<file path="src/rtl/led_pkg.sv">
// Shared types and constants for the LED fader; LED_GAMMA_EN adds the gamma-2.2 ROM.
// Pure package: no latency, no flow control.
package led_pkg;

  localparam int PWM_BITS_DEFAULT = 8;

  typedef enum logic [1:0] {OFF, UP, ON, DOWN} fade_state_t;

`ifdef LED_GAMMA_EN
  typedef logic [7:0] gamma_rom_t [256];

  // round(255*(x/255)^2.2) in exact integers: count k with (k+0.5)^5 <= x^11/255^6
  function automatic logic [7:0] gamma22_calc(input int x);
    logic [99:0] lhs, rhs, den, t;
    int g;
    den = 100'd1;
    for (int i = 0; i < 6; i++) den = den * 100'd255;
    lhs = 100'd32;
    for (int i = 0; i < 11; i++) lhs = lhs * 100'(x);
    g = 0;
    for (int k = 0; k < 255; k++) begin
      t   = 100'(2 * k + 1);
      rhs = t * t * t * t * t * den;
      if (rhs <= lhs) g++;
    end
    return 8'(g);
  endfunction

  function automatic gamma_rom_t gamma_rom_build();
    gamma_rom_t rom;
    for (int i = 0; i < 256; i++) rom[i] = gamma22_calc(i);
    return rom;
  endfunction

  localparam gamma_rom_t GAMMA22_ROM = gamma_rom_build();

  function automatic logic [7:0] gamma22(input logic [7:0] lvl);
    return GAMMA22_ROM[lvl];
  endfunction
`endif

endpackage

</file>
<file path="src/rtl/led_fade_chan.sv">
// One LED channel: fade FSM plus brightness level register.
// Level/state update on the edge after inputs; no backpressure.
module led_fade_chan
  import led_pkg::*;
#(
  parameter int PWM_BITS = PWM_BITS_DEFAULT
) (
  input  logic                clk_in,
  input  logic                rst_in,
  input  logic                led_in,
  input  logic [PWM_BITS-1:0] level_max,
  input  logic                step_tick,
  output logic [PWM_BITS-1:0] level,
  output logic                ramping
);

  fade_state_t         state_q, state_d;
  logic [PWM_BITS-1:0] level_q, level_d;

  always_ff @(posedge clk_in or posedge rst_in) begin
    if (rst_in) begin
      state_q <= OFF;
      level_q <= '0;
    end else begin
      state_q <= state_d;
      level_q <= level_d;
    end
  end

  // Direction change beats the ceiling check, which beats the tick step.
  always_comb begin
    state_d = state_q;
    level_d = level_q;
    case (state_q)
      OFF: begin
        level_d = '0;
        if (led_in) state_d = UP;
      end
      UP: begin
        if (!led_in) begin
          state_d = DOWN;
        end else if (level_q >= level_max) begin
          state_d = ON;
          level_d = level_max;
        end else if (step_tick) begin
          level_d = level_q + 1'b1;
          if (level_d == level_max) state_d = ON;
        end
      end
      ON: begin
        if (!led_in) begin
          state_d = DOWN;
        end else if (step_tick) begin
          if (level_q < level_max)      level_d = level_q + 1'b1;
          else if (level_q > level_max) level_d = level_q - 1'b1;
        end
      end
      DOWN: begin
        if (led_in) begin
          state_d = UP;
        end else if (level_q == '0) begin
          state_d = OFF;
        end else if (step_tick) begin
          level_d = level_q - 1'b1;
          if (level_d == '0) state_d = OFF;
        end
      end
      default: begin
        state_d = OFF;
        level_d = '0;
      end
    endcase
  end

  assign level   = level_q;
  assign ramping = (state_q == UP) || (state_q == DOWN);

endmodule

</file>
<file path="src/rtl/led_pwm_fader.sv">
// Multi-channel PWM LED fader with shared PWM counter and fade prescaler; LED_GAMMA_EN selects gamma-2.2 brightness.
// led_out/busy registered (1-cycle latency from level/state); no backpressure.
module led_pwm_fader
  import led_pkg::*;
#(
  parameter int NUM_LEDS = 4,
  parameter int PWM_BITS = PWM_BITS_DEFAULT,
  parameter int STEP_DIV = 4096
) (
  input  logic                clk_in,
  input  logic                rst_in,
  input  logic [NUM_LEDS-1:0] led_in,
  input  logic [PWM_BITS-1:0] level_max,
  output logic [NUM_LEDS-1:0] led_out,
  output logic                busy
);

  localparam logic [PWM_BITS-1:0] PWM_MAX = '1;
  localparam int PRE_W = (STEP_DIV > 1) ? $clog2(STEP_DIV) : 1;
  localparam logic [PRE_W-1:0] PRE_LAST = PRE_W'(STEP_DIV - 1);

  logic [PWM_BITS-1:0] pwm_cnt;
  logic [PRE_W-1:0]    prescaler;
  logic                step_tick;
  logic [PWM_BITS-1:0] level   [NUM_LEDS];
  logic [PWM_BITS-1:0] lvl_eff [NUM_LEDS];
  logic [NUM_LEDS-1:0] ramping;
  logic [NUM_LEDS-1:0] pwm_hit;

  assign step_tick = (prescaler == PRE_LAST);

  // PWM period is MAX cycles so level MAX is high on every count.
  always_ff @(posedge clk_in or posedge rst_in) begin
    if (rst_in) begin
      pwm_cnt   <= '0;
      prescaler <= '0;
    end else begin
      pwm_cnt   <= (pwm_cnt == PWM_MAX - 1'b1) ? '0 : pwm_cnt + 1'b1;
      prescaler <= step_tick ? '0 : prescaler + 1'b1;
    end
  end

`ifdef LED_GAMMA_EN
  if (PWM_BITS != 8) begin : g_bad_width
    $error("LED_GAMMA_EN requires PWM_BITS == 8");
  end
`endif

  for (genvar i = 0; i < NUM_LEDS; i++) begin : g_chan
    led_fade_chan #(.PWM_BITS(PWM_BITS)) u_chan (
      .clk_in    (clk_in),
      .rst_in    (rst_in),
      .led_in    (led_in[i]),
      .level_max (level_max),
      .step_tick (step_tick),
      .level     (level[i]),
      .ramping   (ramping[i])
    );
`ifdef LED_GAMMA_EN
    assign lvl_eff[i] = PWM_BITS'(gamma22(8'(level[i])));
`else
    assign lvl_eff[i] = level[i];
`endif
    assign pwm_hit[i] = (lvl_eff[i] > pwm_cnt);
  end

  always_ff @(posedge clk_in or posedge rst_in) begin
    if (rst_in) begin
      led_out <= '0;
      busy    <= 1'b0;
    end else begin
      led_out <= pwm_hit;
      busy    <= |ramping;
    end
  end

endmodule
</file>
<file path="config.mk">
export PLATFORM = sky130hd
export DESIGN_NAME = led_pwm_fader
export DESIGN_NICKNAME = d
export VERILOG_FILES = /design/src/rtl/led_pkg.sv /design/src/rtl/led_fade_chan.sv /design/src/rtl/led_pwm_fader.sv
export SDC_FILE = /design/constraint.sdc
export NUM_CORES = 1
export LEC_CHECK = 0
export BUFFER_PORTS_ARGS = -buffer_cell sky130_fd_sc_hd__buf_2
export CORE_ASPECT_RATIO = 1.4
export CORE_MARGIN = 5
export CORE_UTILIZATION = 50
export DETAILED_ROUTE_END_ITERATION = 16
export PLACE_DENSITY = 0.73
export SYNTH_ARGS = -nofsm -noshare
export SYNTH_HDL_FRONTEND = slang
export SYNTH_HIERARCHICAL = 1
export SYNTH_SLANG_ARGS = --single-unit
</file>
<file path="constraint.sdc">
create_clock -name clk_in -period 2.9 [get_ports clk_in]
set_input_delay 0.725 -clock clk_in [delete_from_list [all_inputs] [get_ports clk_in]]
set_output_delay 0.725 -clock clk_in [all_outputs]
set_load 0.01 [all_outputs]
</file>
==> results of run 1 <==
[critical path: stages, from the launching register on]
cell and delay, ps:
dfrtp_1 360, ha_1 180, and4_4 220, nand3_2 110, nor2_4 130, buf_4 140
nand2_1 60, or4_1 510, nor3_1 190, nand4_1 170, a32oi_2 240, mux2_1 340
[repair_timing]
action	4_1_cts	5_1_grt
resized for setup	0	5
setup buffers	0	2
setup endpoints to repair	0	7
[routing by layer]
layer | part of all wire, % | routed length (um) | vias to the layer above
met5 | 0 | 0 | -
met4 | 5.1 | 1190 | 0
met3 | 6.3 | 1470 | 98
met2 | 49 | 11500 | 333
met1 | 39 | 9230 | 3716
li1 | - | - | 3694
[power by group through the flow]
stage	logic, mW	clock network (mW)	registers, mW
floorplan	4.12	0	1.37
global placement	5.73	0	1.49
detailed placement	5.82	0	1.50
CTS	5.86	1.18	1.48
global route	6.56	1.22	1.52
finish	5.96	1.16	1.50
[layout make-up]
type | count | area (um2) | share of cell area (%)
multi-input combinational | 752 | 5670 | 62.4
sequential | 65 | 1630 | 17.9
timing repair buffer | 122 | 883 | 9.73
inverter | 94 | 353 | 3.89
tap | 196 | 245 | 2.70
clock buffer | 9 | 225 | 2.48
clock inverter | 7 | 77.6 | 0.854
[registers in the layout, indices dropped and copies added (netlist names)]
name                   cells
g_chan.u_chan/level       32
prescaler                 12
led_out                    4
pwm_cnt                    8
g_chan.u_chan/state_q      8
busy                       1
[worst max-delay path by stage]
stage	from	end	slack, ps
2_1_floorplan	prescaler[0]$_DFF_PP0_	g_chan[1].u_chan/state_q[1]$_DFFE_PP0P_	140
3_3_place_gp	level_max[1]	g_chan[2].u_chan/level[7]$_DFFE_PP0P_	-70
5_1_grt	prescaler[1]$_DFF_PP0_	g_chan[3].u_chan/state_q[1]$_DFFE_PP0P_	8
3_5_place_dp	level_max[1]	g_chan[2].u_chan/level[6]$_DFFE_PP0P_	-160
6_report	prescaler[1]$_DFF_PP0_	g_chan[1].u_chan/state_q[1]$_DFFE_PP0P_	140
4_1_cts	prescaler[1]$_DFF_PP0_	g_chan[1].u_chan/state_q[1]$_DFFE_PP0P_	100
[cell usage after synthesis (5+ instances only)]
library cell	n
a211oi_1	8
a21boi_0	5
a21oi_1	39
a221oi_1	15
a22oi_1	6
a31oi_1	11
and3_1	11
and4_1	7
buf_2	14
buf_4	12
clkbuf_1	7
dfrtp_1	65
ha_1	103
inv_1	92
mux2i_1	7
nand2_1	56
nand2b_1	7
nand3_1	26
nand3_2	5
nand4_1	16
nor2_1	71
nor2b_1	13
nor3_1	40
nor3b_1	6
nor4_1	8
nor4_2	7
o211ai_1	7
o21a_1	10
o21ai_0	31
o21ai_1	20
o22ai_1	17
o31a_1	9
o31ai_1	5
or2_1	6
or2_2	5
xnor2_1	46
xor2_1	14
[cell families (layout without fill, tap and decap cells)]
| logic type | Yosys count | in the layout | share of synthesized area, % |
|---|---|---|---|
| AND/OR/NAND/NOR | 318 | 318 | 22.5 |
| flip-flops | 65 | 65 | 20.8 |
| adder cells (fa/ha/maj) | 103 | 103 | 16.5 |
| XOR/XNOR | 61 | 61 | 6.93 |
| multiplexers | 11 | 11 | 1.47 |
| buffers and inverters | 128 | 232 | 7.04 |
| AO/OA/AOI/OAI | 259 | 259 | 24.7 |
==> tab_implementation.tex, run 1 <==
\begin{tabular}{lr}
\hline
Metric & Value \\
\hline
\multicolumn{2}{l}{\textbf{Synth}} \\
\quad Sequential element share of the synthesized area & 20.8\% \\
\quad Net count after synthesis & 1062 \\
\quad Netlist area before placement & 7820 um2 \\
\quad Largest area contributor in the synthesized netlist & dfrtp\_1 \\
\quad Ys async rst share & 100\% \\
\quad Synth area leaders & dfrtp\_1 21\%, ha\_1 16\%, xnor2\_1 5.2\% \\
\quad Netlist cell types & 96 \\
\quad Register bit count reported by yosys & 65 \\
\quad Most used flip-flop cell after synthesis & dfrtp\_1 \\
\quad Synth top area share & 20.8\% \\
\quad Mean Syn Cell Area & 8.27 um2 \\
\quad Post-synthesis cell count & 945 \\
\quad Count of flip-flops with a built-in enable after synthesis & 0 \\
\quad Count of warnings emitted by yosys & 6 \\
\multicolumn{2}{l}{\textbf{Placed design}} \\
\quad RD Place Congestion & 0.974 \\
\quad Placed cells & 1227 \\
\quad Detail Placement HPWL & 18100 um \\
\quad Post-Place Worst Slack & -158 ps \\
\quad Area post-placement & 8730 um2 \\
\quad Input/output buffers & 18 \\
\multicolumn{2}{l}{\textbf{Clock tree}} \\
\quad Sinks on Clock Net & 65 \\
\quad Clock root buffer & clkbuf\_16 \\
\quad Num CTS Buffers & 9 \\
\quad Buffer depth of the longest clock path & 2 \\
\quad Hold buffers post-CTS & 0 \\
\quad Worst skew pair latency & 360 ps \\
\quad CTS tree & done \\
\quad Clock transition at the register clock pins on the worst setup and hold paths after CTS & 60 ps \\
\quad H-tree levels & 3 \\
\multicolumn{2}{l}{\textbf{Cells and area}} \\
\quad Number of standard cells in the layout, taps in and fillers out & 1245 \\
\quad Net count reported at finish & 1161 \\
\quad Highest-count cells in the layout ignoring fill and taps & 103 x ha\_1, 103 x buf\_4, 92 x inv\_1 \\
\quad Fraction of final layout cells sized beyond drive strength 1 & 18.7\% \\
\quad Total non-filler cell area in the finished layout & 9080 um2 \\
\quad Post-layout util & 58.7\% \\
\quad Number of antenna diodes & 0 \\
\quad Synth-to-Final Area Change & 16.2\% \\
\quad Filler instances & 1362 \\
\multicolumn{2}{l}{\textbf{Drt}} \\
\quad Via/cell ratio & 6.30 \\
\quad Drt total wl & 23400 um \\
\quad Number of routed nets with antenna violations & 0 \\
\quad Total number of vias & 7841 \\
\quad Count of unresolved DRC violations after routing & 0 \\
\quad Average wire per cell in the routed design & 18.8 um \\
\quad Number of violations reported at the end of detailed-routing iteration 0 & 733 \\
\quad Router iterations before antenna repair & 5 \\
\multicolumn{2}{l}{\textbf{Setup path}} \\
\quad Critical-path maximum fanout & 3 \\
\quad Sort of element at the start of the critical path & flop \\
\quad Capturing element type of the critical path & flop \\
\quad Length in cells of the worst reg-to-reg path & 11 \\
\quad Path type of the worst setup path & reg2reg \\
\quad Data required, critical path & 3130 ps \\
\quad Reg-to-reg critical path startpoint & prescaler[1]\$\_DFF\_PP0\_ \\
\quad Reg2reg setup slack & 140 ps \\
\quad Critical Path AT & 3000 ps \\
\quad Reg-to-Reg End & g\_chan[1].u\_chan/state\_q[1]\$\_DFFE\_PP0P\_ \\
\multicolumn{2}{l}{\textbf{Pwr}} \\
\quad Power density relative to cell area & 949 nW/um2 \\
\quad Worst ir drop on vdd & 0.570 mV \\
\quad Reg power frac & 17.4\% \\
\quad Leak & 4.02 nW \\
\quad Internal power contribution & 4.43 mW \\
\quad Share of total power in combinational logic & 69.2\% \\
\quad Fraction of power consumed by the clock network & 13.4\% \\
\quad Switching power as a share of total power & 48.6\% \\
\quad Switching component of the power & 4.19 mW \\
\quad PnR Total Power & 8.62 mW \\
\multicolumn{2}{l}{\textbf{GRT}} \\
\quad Initial antenna violation count & 0 \\
\quad Met3 Use GR & 3.37\% \\
\quad Met2 global-route usage & 44.8\% \\
\quad Wire length of the first global-routing pass & 37900 um \\
\quad Number of global-route vias before repair & 7590 \\
\quad Combined global-route utilization of all metal layers & 26.1\% \\
\quad Congestion Overflow GR & 0 \\
\quad Global routing's busiest layer & met2 \\
\quad Largest net degree at the start of global routing & 19 \\
\quad Met1 GRT Util & 31.4\% \\
\multicolumn{2}{l}{\textbf{Hold path}} \\
\quad Classification of the worst-slack hold path & in2async \\
\multicolumn{2}{l}{\textbf{Die}} \\
\quad Row cnt & 54 \\
\quad Die Wd & 116 um \\
\quad Placeable Area & 15500 um2 \\
\quad Number of primary I/O pins & 19 \\
\quad Die outline area & 18300 um2 \\
\quad Initial core utilization & 50.5\% \\
\quad Die height & 158 um \\
\multicolumn{2}{l}{\textbf{Timing}} \\
\quad Final worst path period share & 95.3\% \\
\quad Final setup violation count & 0 \\
\quad Setup TNS & 0 ps \\
\quad Actual slew at the worst max-slew pin & 672 ps \\
\quad Final setup margin & 135 ps \\
\quad Max\_slew headroom & 55.1\% \\
\quad Setup repair after global routing missed its margin & false \\
\quad Smallest hold slack & 423 ps \\
\quad Highest achievable clock rate & 0.362 GHz \\
\quad Number of hold violations in the final report & 0 \\
\quad Post-layout minimum cycle time & 2760 ps \\
\quad Final Skew & 14.8 ps \\
\quad Max-slew violations & 0 \\
\multicolumn{2}{l}{\textbf{Outcome}} \\
\quad Result of the run & complete, no violations \\
\multicolumn{2}{l}{\textbf{Job}} \\
\quad Count of maximum capacitance violations & 0 \\
\hline
\end{tabular}
(Power assumes the default switching activity.)
==> run 2, diff against run 1 <==
--- a/config.mk
+++ b/config.mk
@@ -10,6 +10,7 @@
 export CORE_MARGIN = 5
 export CORE_UTILIZATION = 50
 export DETAILED_ROUTE_END_ITERATION = 16
+export MAX_ROUTING_LAYER = met4
 export PLACE_DENSITY = 0.73
 export SYNTH_ARGS = -nofsm -noshare
 export SYNTH_HDL_FRONTEND = slang
==> tab_implementation.tex, run 2 (synthesis results as in run 1) <==
\begin{tabular}{lr}
\hline
Metric & Value \\
\hline
\multicolumn{2}{l}{\textbf{Timing}} \\
\quad Final setup violation count & 0 (unchanged) \\
\quad Final worst path period share & 96.4\% (+1.0 points) \\
\quad Final setup margin & 105 ps (-29.8 ps) \\
\quad Highest achievable clock rate & 0.358 GHz (-1.1\%) \\
\quad Final Skew & 14.4 ps (-0.355 ps) \\
\quad Setup repair after global routing missed its margin & false \\
\quad Max-slew violations & 0 (unchanged) \\
\quad Number of hold violations in the final report & 0 (unchanged) \\
\quad Max\_slew headroom & 35.9\% (-19 points) \\
\quad Post-layout minimum cycle time & 2790 ps (+29.8 ps) \\
\quad Actual slew at the worst max-slew pin & 961 ps (+289 ps) \\
\multicolumn{2}{l}{\textbf{Die}} \\
\quad Initial core utilization & 50.5\% (unchanged) \\
\quad Placeable Area & 15500 um2 (unchanged) \\
\quad Die Wd & 116 um (unchanged) \\
\quad Die outline area & 18300 um2 (unchanged) \\
\quad Row cnt & 54 (unchanged) \\
\quad Number of primary I/O pins & 19 (unchanged) \\
\quad Die height & 158 um (unchanged) \\
\multicolumn{2}{l}{\textbf{Setup path}} \\
\quad Cell family with the largest share of critical-path delay & simple AND/OR/NAND/NOR gates \\
\quad Critical-path maximum fanout & 3 (unchanged) \\
\quad Length in cells of the worst reg-to-reg path & 11 (unchanged) \\
\quad Critical-path cell list & ha\_2, and4\_4, nand3\_2, nor2\_4, buf\_4, nand2\_1, or4\_1, nor3\_1, nand4\_1, a32oi\_2, mux2\_1 \\
\quad Critical Path AT & 3020 ps (+20 ps) \\
\quad Peak per-stage delay on the critical path & 490 ps (-20 ps) \\
\quad Reg-to-Reg End & g\_chan[1].u\_chan/state\_q[1]\$\_DFFE\_PP0P\_ \\
\quad Reg2reg setup slack & 110 ps (-30 ps) \\
\quad Sort of element at the start of the critical path & flop \\
\quad Critical Path Slowest Stage Cell & or4\_1 \\
\quad Reg-to-reg critical path startpoint & prescaler[0]\$\_DFF\_PP0\_ \\
\quad Path type of the worst setup path & reg2reg \\
\quad Capturing element type of the critical path & flop \\
\quad Worst Path Buf+Inv & 1 (unchanged) \\
\quad Data required, critical path & 3120 ps (about the same) \\
\multicolumn{2}{l}{\textbf{Drt}} \\
\quad Total number of vias & 7868 (+0.34\%) \\
\quad Via/cell ratio & 6.31 (+0.26\%) \\
\quad Number of routed nets with antenna violations & 0 (unchanged) \\
\quad Number of violations reported at the end of detailed-routing iteration 0 & 606 (-17\%) \\
\quad Router iterations before antenna repair & 5 (unchanged) \\
\quad Count of unresolved DRC violations after routing & 0 (unchanged) \\
\quad Drt total wl & 23900 um (+2.0\%) \\
\quad Average wire per cell in the routed design & 19.2 um (+1.9\%) \\
\multicolumn{2}{l}{\textbf{Hold path}} \\
\quad Classification of the worst-slack hold path & in2async \\
\multicolumn{2}{l}{\textbf{Cells and area}} \\
\quad Number of standard cells in the layout, taps in and fillers out & 1246 (+0.080\%) \\
\quad Number of flip-flops under the largest register name & 32 (unchanged) \\
\quad Net count reported at finish & 1162 (+0.086\%) \\
\quad Synth-to-Final Area Change & 15.9\% \\
\quad Number of antenna diodes & 0 (unchanged) \\
\quad Most common library cell in the layout ignoring fill and taps & buf\_4 \\
\quad Fraction of final layout cells sized beyond drive strength 1 & 19.0\% (+0.27 points) \\
\quad Highest-count cells in the layout ignoring fill and taps & 105 x buf\_4, 102 x ha\_1, 92 x inv\_1 \\
\quad Total non-filler cell area in the finished layout & 9060 um2 (-0.26\%) \\
\multicolumn{2}{l}{\textbf{Pwr}} \\
\quad Switching component of the power & 4.14 mW (-1.1\%) \\
\quad Power density relative to cell area & 939 nW/um2 (-1.1\%) \\
\quad Reg power frac & 17.6\% (+0.2 points) \\
\quad Switching power as a share of total power & 48.7\% (+0.10 points) \\
\quad Worst ir drop on vdd & 0.569 mV (-0.19\%) \\
\quad PnR Total Power & 8.50 mW (-1.3\%) \\
\quad Leak & 4.00 nW (-0.39\%) \\
\quad Share of total power in combinational logic & 70.0\% (+0.8 points) \\
\quad Fraction of power consumed by the clock network & 12.4\% (-1.0 points) \\
\quad Internal power contribution & 4.36 mW (-1.5\%) \\
\multicolumn{2}{l}{\textbf{Clock tree}} \\
\quad Num CTS Buffers & 9 (unchanged) \\
\quad H-tree levels & 3 (unchanged) \\
\quad Worst skew pair latency & 350 ps (about the same) \\
\quad Buffer depth of the longest clock path & 2 (unchanged) \\
\quad Clock transition at the register clock pins on the worst setup and hold paths after CTS & 60 ps (about the same) \\
\quad Hold buffers post-CTS & 0 (unchanged) \\
\quad Clock root buffer & clkbuf\_16 \\
\quad CTS tree & done \\
\quad Sinks on Clock Net & 65 (unchanged) \\
\multicolumn{2}{l}{\textbf{Placed design}} \\
\quad Area post-placement & 8730 um2 (about the same) \\
\quad Detail Placement HPWL & 18600 um (+2.7\%) \\
\quad Post-Place Worst Slack & -178 ps (-19.6 ps) \\
\quad Placed cells & 1229 (+0.16\%) \\
\quad RD Place Congestion & 0.991 (+1.8\%) \\
\quad Input/output buffers & 18 (unchanged) \\
\multicolumn{2}{l}{\textbf{GRT}} \\
\quad Met3 Use GR & 4.02\% (+0.65 points) \\
\quad Number of global-route vias before repair & 7738 (+1.9\%) \\
\quad Combined global-route utilization of all metal layers & 27.4\% (+1.3 points) \\
\quad Met2 global-route usage & 46.6\% (+1.9 points) \\
\quad Wire length of the first global-routing pass & 38700 um (+2.1\%) \\
\quad Congestion Overflow GR & 0 (unchanged) \\
\quad Initial antenna violation count & 0 (unchanged) \\
\quad Met1 GRT Util & 31.2\% (-0.23 points) \\
\quad Global routing's busiest layer & met2 \\
\quad Largest net degree at the start of global routing & 26 (+7) \\
\multicolumn{2}{l}{\textbf{Outcome}} \\
\quad Result of the run & complete, no violations \\
\multicolumn{2}{l}{\textbf{Job}} \\
\quad Count of maximum capacitance violations & 0 (unchanged) \\
\hline
\end{tabular}
run 2: cell count changes in the layout (fill, tap and decap cells not counted), sizes merged:
cell and change:
buf +1, bufinv -1, clkbuf +3, clkinv -2
clkinvlp +2, inv -2
run 2: worst max-delay path by stage:
stage / from / endpoint / slack (ps) / cells past startpoint
finish: prescaler[0]$_DFF_PP0_ / g_chan[1].u_chan/state_q[1]$_DFFE_PP0P_ / 110 / 11
global route: prescaler[0]$_DFF_PP0_ / g_chan[1].u_chan/state_q[1]$_DFFE_PP0P_ / 10 / 11
CTS: prescaler[1]$_DFF_PP0_ / g_chan[0].u_chan/state_q[1]$_DFFE_PP0P_ / 50 / 13
detailed placement: level_max[5] / g_chan[1].u_chan/level[2]$_DFFE_PP0P_ / -180 / 11
global placement: level_max[5] / g_chan[1].u_chan/level[2]$_DFFE_PP0P_ / -140 / 11
floorplan: prescaler[0]$_DFF_PP0_ / g_chan[1].u_chan/state_q[1]$_DFFE_PP0P_ / 140 / 10
run 2: per-layer routing:
layer  vias up  routed length [um]
li1       3693                   -
met1      3745                9360
met2       330               11700
met3       100                1410
met4         0                1360
met5         -                   0
run 2: area by class of cell:
type / count / area [um2]
Fill cell: 1426 / 6410
Multi-Input combinational cell: 752 / 5670
Sequential cell: 65 / 1630
Timing Repair Buffer: 123 / 878
Inverter: 94 / 353
Clock buffer: 12 / 256
Tap cell: 196 / 245
Clock inverter: 4 / 27.5
run 2: power groups by stage:
stage	Combinational [mW]	Clock (mW)	Sequential, mW
global placement	5.70	0	1.49
detailed placement	5.80	0	1.50
floorplan	4.12	0	1.37
CTS	5.84	1.07	1.48
global route	6.53	1.12	1.53
finish	5.95	1.06	1.49
run 2: timing repair:
| item | in CTS | in global routing |
|---|---|---|
| setup buffers | 0 | 1 |
| setup endpoints to repair | 0 | 7 |
| resized for setup | 0 | 7 |
| endpoints found under the hold margin | 0 | 0 |
run 2: per-stage QoR:
stage	hold WS, ps	setup TNS, ps	util, %
after detailed placement	500	-2160	56.5
final	457	0	58.5
after CTS	469	0	58.3
after floorplan	452	0	-
after global placement	488	-666	56.5
after global routing	500	0	58.5
==> run 3, diff against run 2 <==
--- a/config.mk
+++ b/config.mk
@@ -6,7 +6,7 @@
 export NUM_CORES = 1
 export LEC_CHECK = 0
 export BUFFER_PORTS_ARGS = -buffer_cell sky130_fd_sc_hd__buf_2
-export CORE_ASPECT_RATIO = 1.4
+export CORE_ASPECT_RATIO = 2
 export CORE_MARGIN = 5
 export CORE_UTILIZATION = 50
 export DETAILED_ROUTE_END_ITERATION = 16
==> tab_implementation.tex, run 3 (synthesis results as in run 1) <==
\begin{tabular}{lr}
\hline
Metric & Value \\
\hline
\multicolumn{2}{l}{\textbf{Outcome}} \\
\quad Result of the run & complete, no violations \\
\multicolumn{2}{l}{\textbf{Setup path}} \\
\quad Data required, critical path & 3130 ps (about the same) \\
\quad Path type of the worst setup path & reg2reg \\
\quad Sort of element at the start of the critical path & flop \\
\quad Capturing element type of the critical path & flop \\
\quad Critical Path AT & 3060 ps (+40 ps) \\
\quad Critical-path maximum fanout & 9 (+6) \\
\multicolumn{2}{l}{\textbf{GRT}} \\
\quad Congestion Overflow GR & 0 (unchanged) \\
\quad Largest net degree at the start of global routing & 26 (unchanged) \\
\quad Wire length of the first global-routing pass & 41600 um (+7.4\%) \\
\quad Initial antenna violation count & 0 (unchanged) \\
\quad Number of global-route vias before repair & 8240 (+6.5\%) \\
\quad Combined global-route utilization of all metal layers & 29.3\% (+1.9 points) \\
\multicolumn{2}{l}{\textbf{Die}} \\
\quad Die Wd & 98.4 um (-15\%) \\
\quad Die outline area & 18400 um2 (+0.64\%) \\
\quad Placeable Area & 15400 um2 (-0.63\%) \\
\quad Initial core utilization & 50.8\% (+0.32 points) \\
\quad Die height & 187 um (+18\%) \\
\quad Row cnt & 64 (+19\%) \\
\quad Number of primary I/O pins & 19 (unchanged) \\
\multicolumn{2}{l}{\textbf{Timing}} \\
\quad Max\_slew headroom & 53.0\% (+17 points) \\
\quad Number of hold violations in the final report & 0 (unchanged) \\
\quad Final worst path period share & 97.6\% (+1.2 points) \\
\quad Highest achievable clock rate & 0.353 GHz (-1.2\%) \\
\quad Setup TNS & 0 ps (unchanged) \\
\quad Final Skew & 12.9 ps (-1.52 ps) \\
\quad Max-slew violations & 0 (unchanged) \\
\quad Final setup violation count & 0 (unchanged) \\
\quad Setup repair after global routing missed its margin & false \\
\quad Post-layout minimum cycle time & 2830 ps (+34.9 ps) \\
\quad Actual slew at the worst max-slew pin & 704 ps (-257 ps) \\
\multicolumn{2}{l}{\textbf{Cells and area}} \\
\quad Most common library cell in the layout ignoring fill and taps & buf\_4 \\
\quad Fraction of final layout cells sized beyond drive strength 1 & 20.1\% (+1.1 points) \\
\quad Multi-input combinational cell area & 5680 um2 (+0.20\%) \\
\quad Filler instances & 1418 (-0.56\%) \\
\quad Number of antenna diodes & 0 (unchanged) \\
\quad Net count reported at finish & 1177 (+1.3\%) \\
\quad Highest-count cells in the layout ignoring fill and taps & 119 x buf\_4, 103 x ha\_1, 92 x inv\_1 \\
\quad Total non-filler cell area in the finished layout & 9200 um2 (+1.6\%) \\
\quad Number of flip-flops under the largest register name & 32 (unchanged) \\
\quad Synth-to-Final Area Change & 17.7\% \\
\quad Storage cell area & 1630 um2 (unchanged) \\
\quad Post-layout util & 59.8\% (+1.3 points) \\
\multicolumn{2}{l}{\textbf{Pwr}} \\
\quad Internal power contribution & 4.49 mW (+2.9\%) \\
\quad Power density relative to cell area & 957 nW/um2 (+2.0\%) \\
\quad Switching component of the power & 4.32 mW (+4.3\%) \\
\quad Reg power frac & 17.0\% (-0.6 points) \\
\quad Worst ir drop on vdd & 0.597 mV (+4.9\%) \\
\quad Leak & 4.08 nW (+1.9\%) \\
\quad Share of total power in combinational logic & 70.8\% (+0.8 points) \\
\quad Fraction of power consumed by the clock network & 12.3\% (about the same) \\
\quad Switching power as a share of total power & 49.0\% (+0.33 points) \\
\quad PnR Total Power & 8.81 mW (+3.6\%) \\
\multicolumn{2}{l}{\textbf{Drt}} \\
\quad Drt total wl & 26200 um (+9.7\%) \\
\quad Router iterations before antenna repair & 6 (+1) \\
\quad Number of violations reported at the end of detailed-routing iteration 0 & 470 (-22\%) \\
\quad Total number of vias & 8077 (+2.7\%) \\
\quad Via/cell ratio & 6.40 (+1.3\%) \\
\quad Count of unresolved DRC violations after routing & 0 (unchanged) \\
\quad Average wire per cell in the routed design & 20.7 um (+8.2\%) \\
\quad Number of routed nets with antenna violations & 0 (unchanged) \\
\multicolumn{2}{l}{\textbf{Placed design}} \\
\quad Detail Placement HPWL & 20200 um (+8.8\%) \\
\quad Area post-placement & 8860 um2 (+1.5\%) \\
\quad Input/output buffers & 18 (unchanged) \\
\quad RD Place Congestion & 1.02 (+2.6\%) \\
\multicolumn{2}{l}{\textbf{Clock tree}} \\
\quad Worst skew pair latency & 350 ps (about the same) \\
\quad Buffer depth of the longest clock path & 2 (unchanged) \\
\quad CTS tree & done \\
\quad Num CTS Buffers & 9 (unchanged) \\
\quad Sinks on Clock Net & 65 (unchanged) \\
\quad Clock root buffer & clkbuf\_16 \\
\quad Hold buffers post-CTS & 0 (unchanged) \\
\quad Clock transition at the register clock pins on the worst setup and hold paths after CTS & 70 ps (about the same) \\
\quad H-tree levels & 3 (unchanged) \\
\multicolumn{2}{l}{\textbf{Hold path}} \\
\quad Classification of the worst-slack hold path & in2async \\
\multicolumn{2}{l}{\textbf{Job}} \\
\quad Count of maximum capacitance violations & 0 (unchanged) \\
\hline
\end{tabular}
-- run 3: critical path, stage by stage (launching register included) --
cell      delay, ps
dfrtp_1         370
ha_1            180
and4_4          230
nand3_2         110
nor2_4          140
buf_12          160
nand2_1         110
nor4_2          310
buf_4           170
nand3_1          60
nor4_1          270
buf_4           200
a311oi_2         50
mux2_1          330
-- run 3: metal layers --
| layer | vias up | track usage, % | wire length [um] |
|---|---|---|---|
| met3 | 190 | 4.55 | 1520 |
| met1 | 3746 | 27.3 | 8660 |
| met4 | 0 | 24.4 | 2620 |
| met5 | - | - | 0 |
| met2 | 417 | 51.2 | 13400 |
| li1 | 3724 | - | - |
-- run 3: cell type report --
cell class | count | area share [%]
Tap cell | 198 | 2.69
Multi-Input combinational cell | 752 | 61.8
Timing Repair Buffer | 138 | 10.9
Inverter | 94 | 3.84
Sequential cell | 65 | 17.7
Clock buffer | 10 | 2.60
Clock inverter | 6 | 0.530
-- run 3: metrics by stage --
stage          setup WS, ps  hold WS [ps]  std cells
4_1_cts                10.4           464       1262
5_1_grt                2.09           474       1263
2_1_floorplan           143           452        945
3_3_place_gp           -112           464       1246
6_report               70.3           454       1263
3_5_place_dp           -177           478       1246
-- run 3: path summary, 6_finish.rpt --
check	slack, ps	startpoint	end	cells past startpoint
setup / recovery	70	prescaler[0]$_DFF_PP0_	g_chan[0].u_chan/state_q[1]$_DFFE_PP0P_	13
hold / removal	450	rst_in	g_chan[0].u_chan/level[3]$_DFFE_PP0P_	2
setup reg to reg	70	prescaler[0]$_DFF_PP0_	g_chan[0].u_chan/state_q[1]$_DFFE_PP0P_	13
hold reg to reg	460	prescaler[0]$_DFF_PP0_	prescaler[0]$_DFF_PP0_	1
max in group asynchronous	2060	rst_in	g_chan[3].u_chan/level[7]$_DFFE_PP0P_	2
min in group clk_in	460	prescaler[0]$_DFF_PP0_	prescaler[0]$_DFF_PP0_	1
-- run 3: power by group through the flow --
| stage | combinational (mW) | sequential, mW | clock [mW] |
|---|---|---|---|
| after floorplan | 4.12 | 1.37 | 0 |
| after global placement | 5.97 | 1.49 | 0 |
| after detailed placement | 6.04 | 1.49 | 0 |
| after CTS | 6.10 | 1.48 | 1.09 |
| after global routing | 6.80 | 1.52 | 1.14 |
| final | 6.23 | 1.49 | 1.08 |
-- run 3: repair_timing --
item                       4_1_cts  5_1_grt
gates resized for setup          1        6
buffers inserted                 0        1
pin swaps                        0        2
setup endpoints to repair        1        9
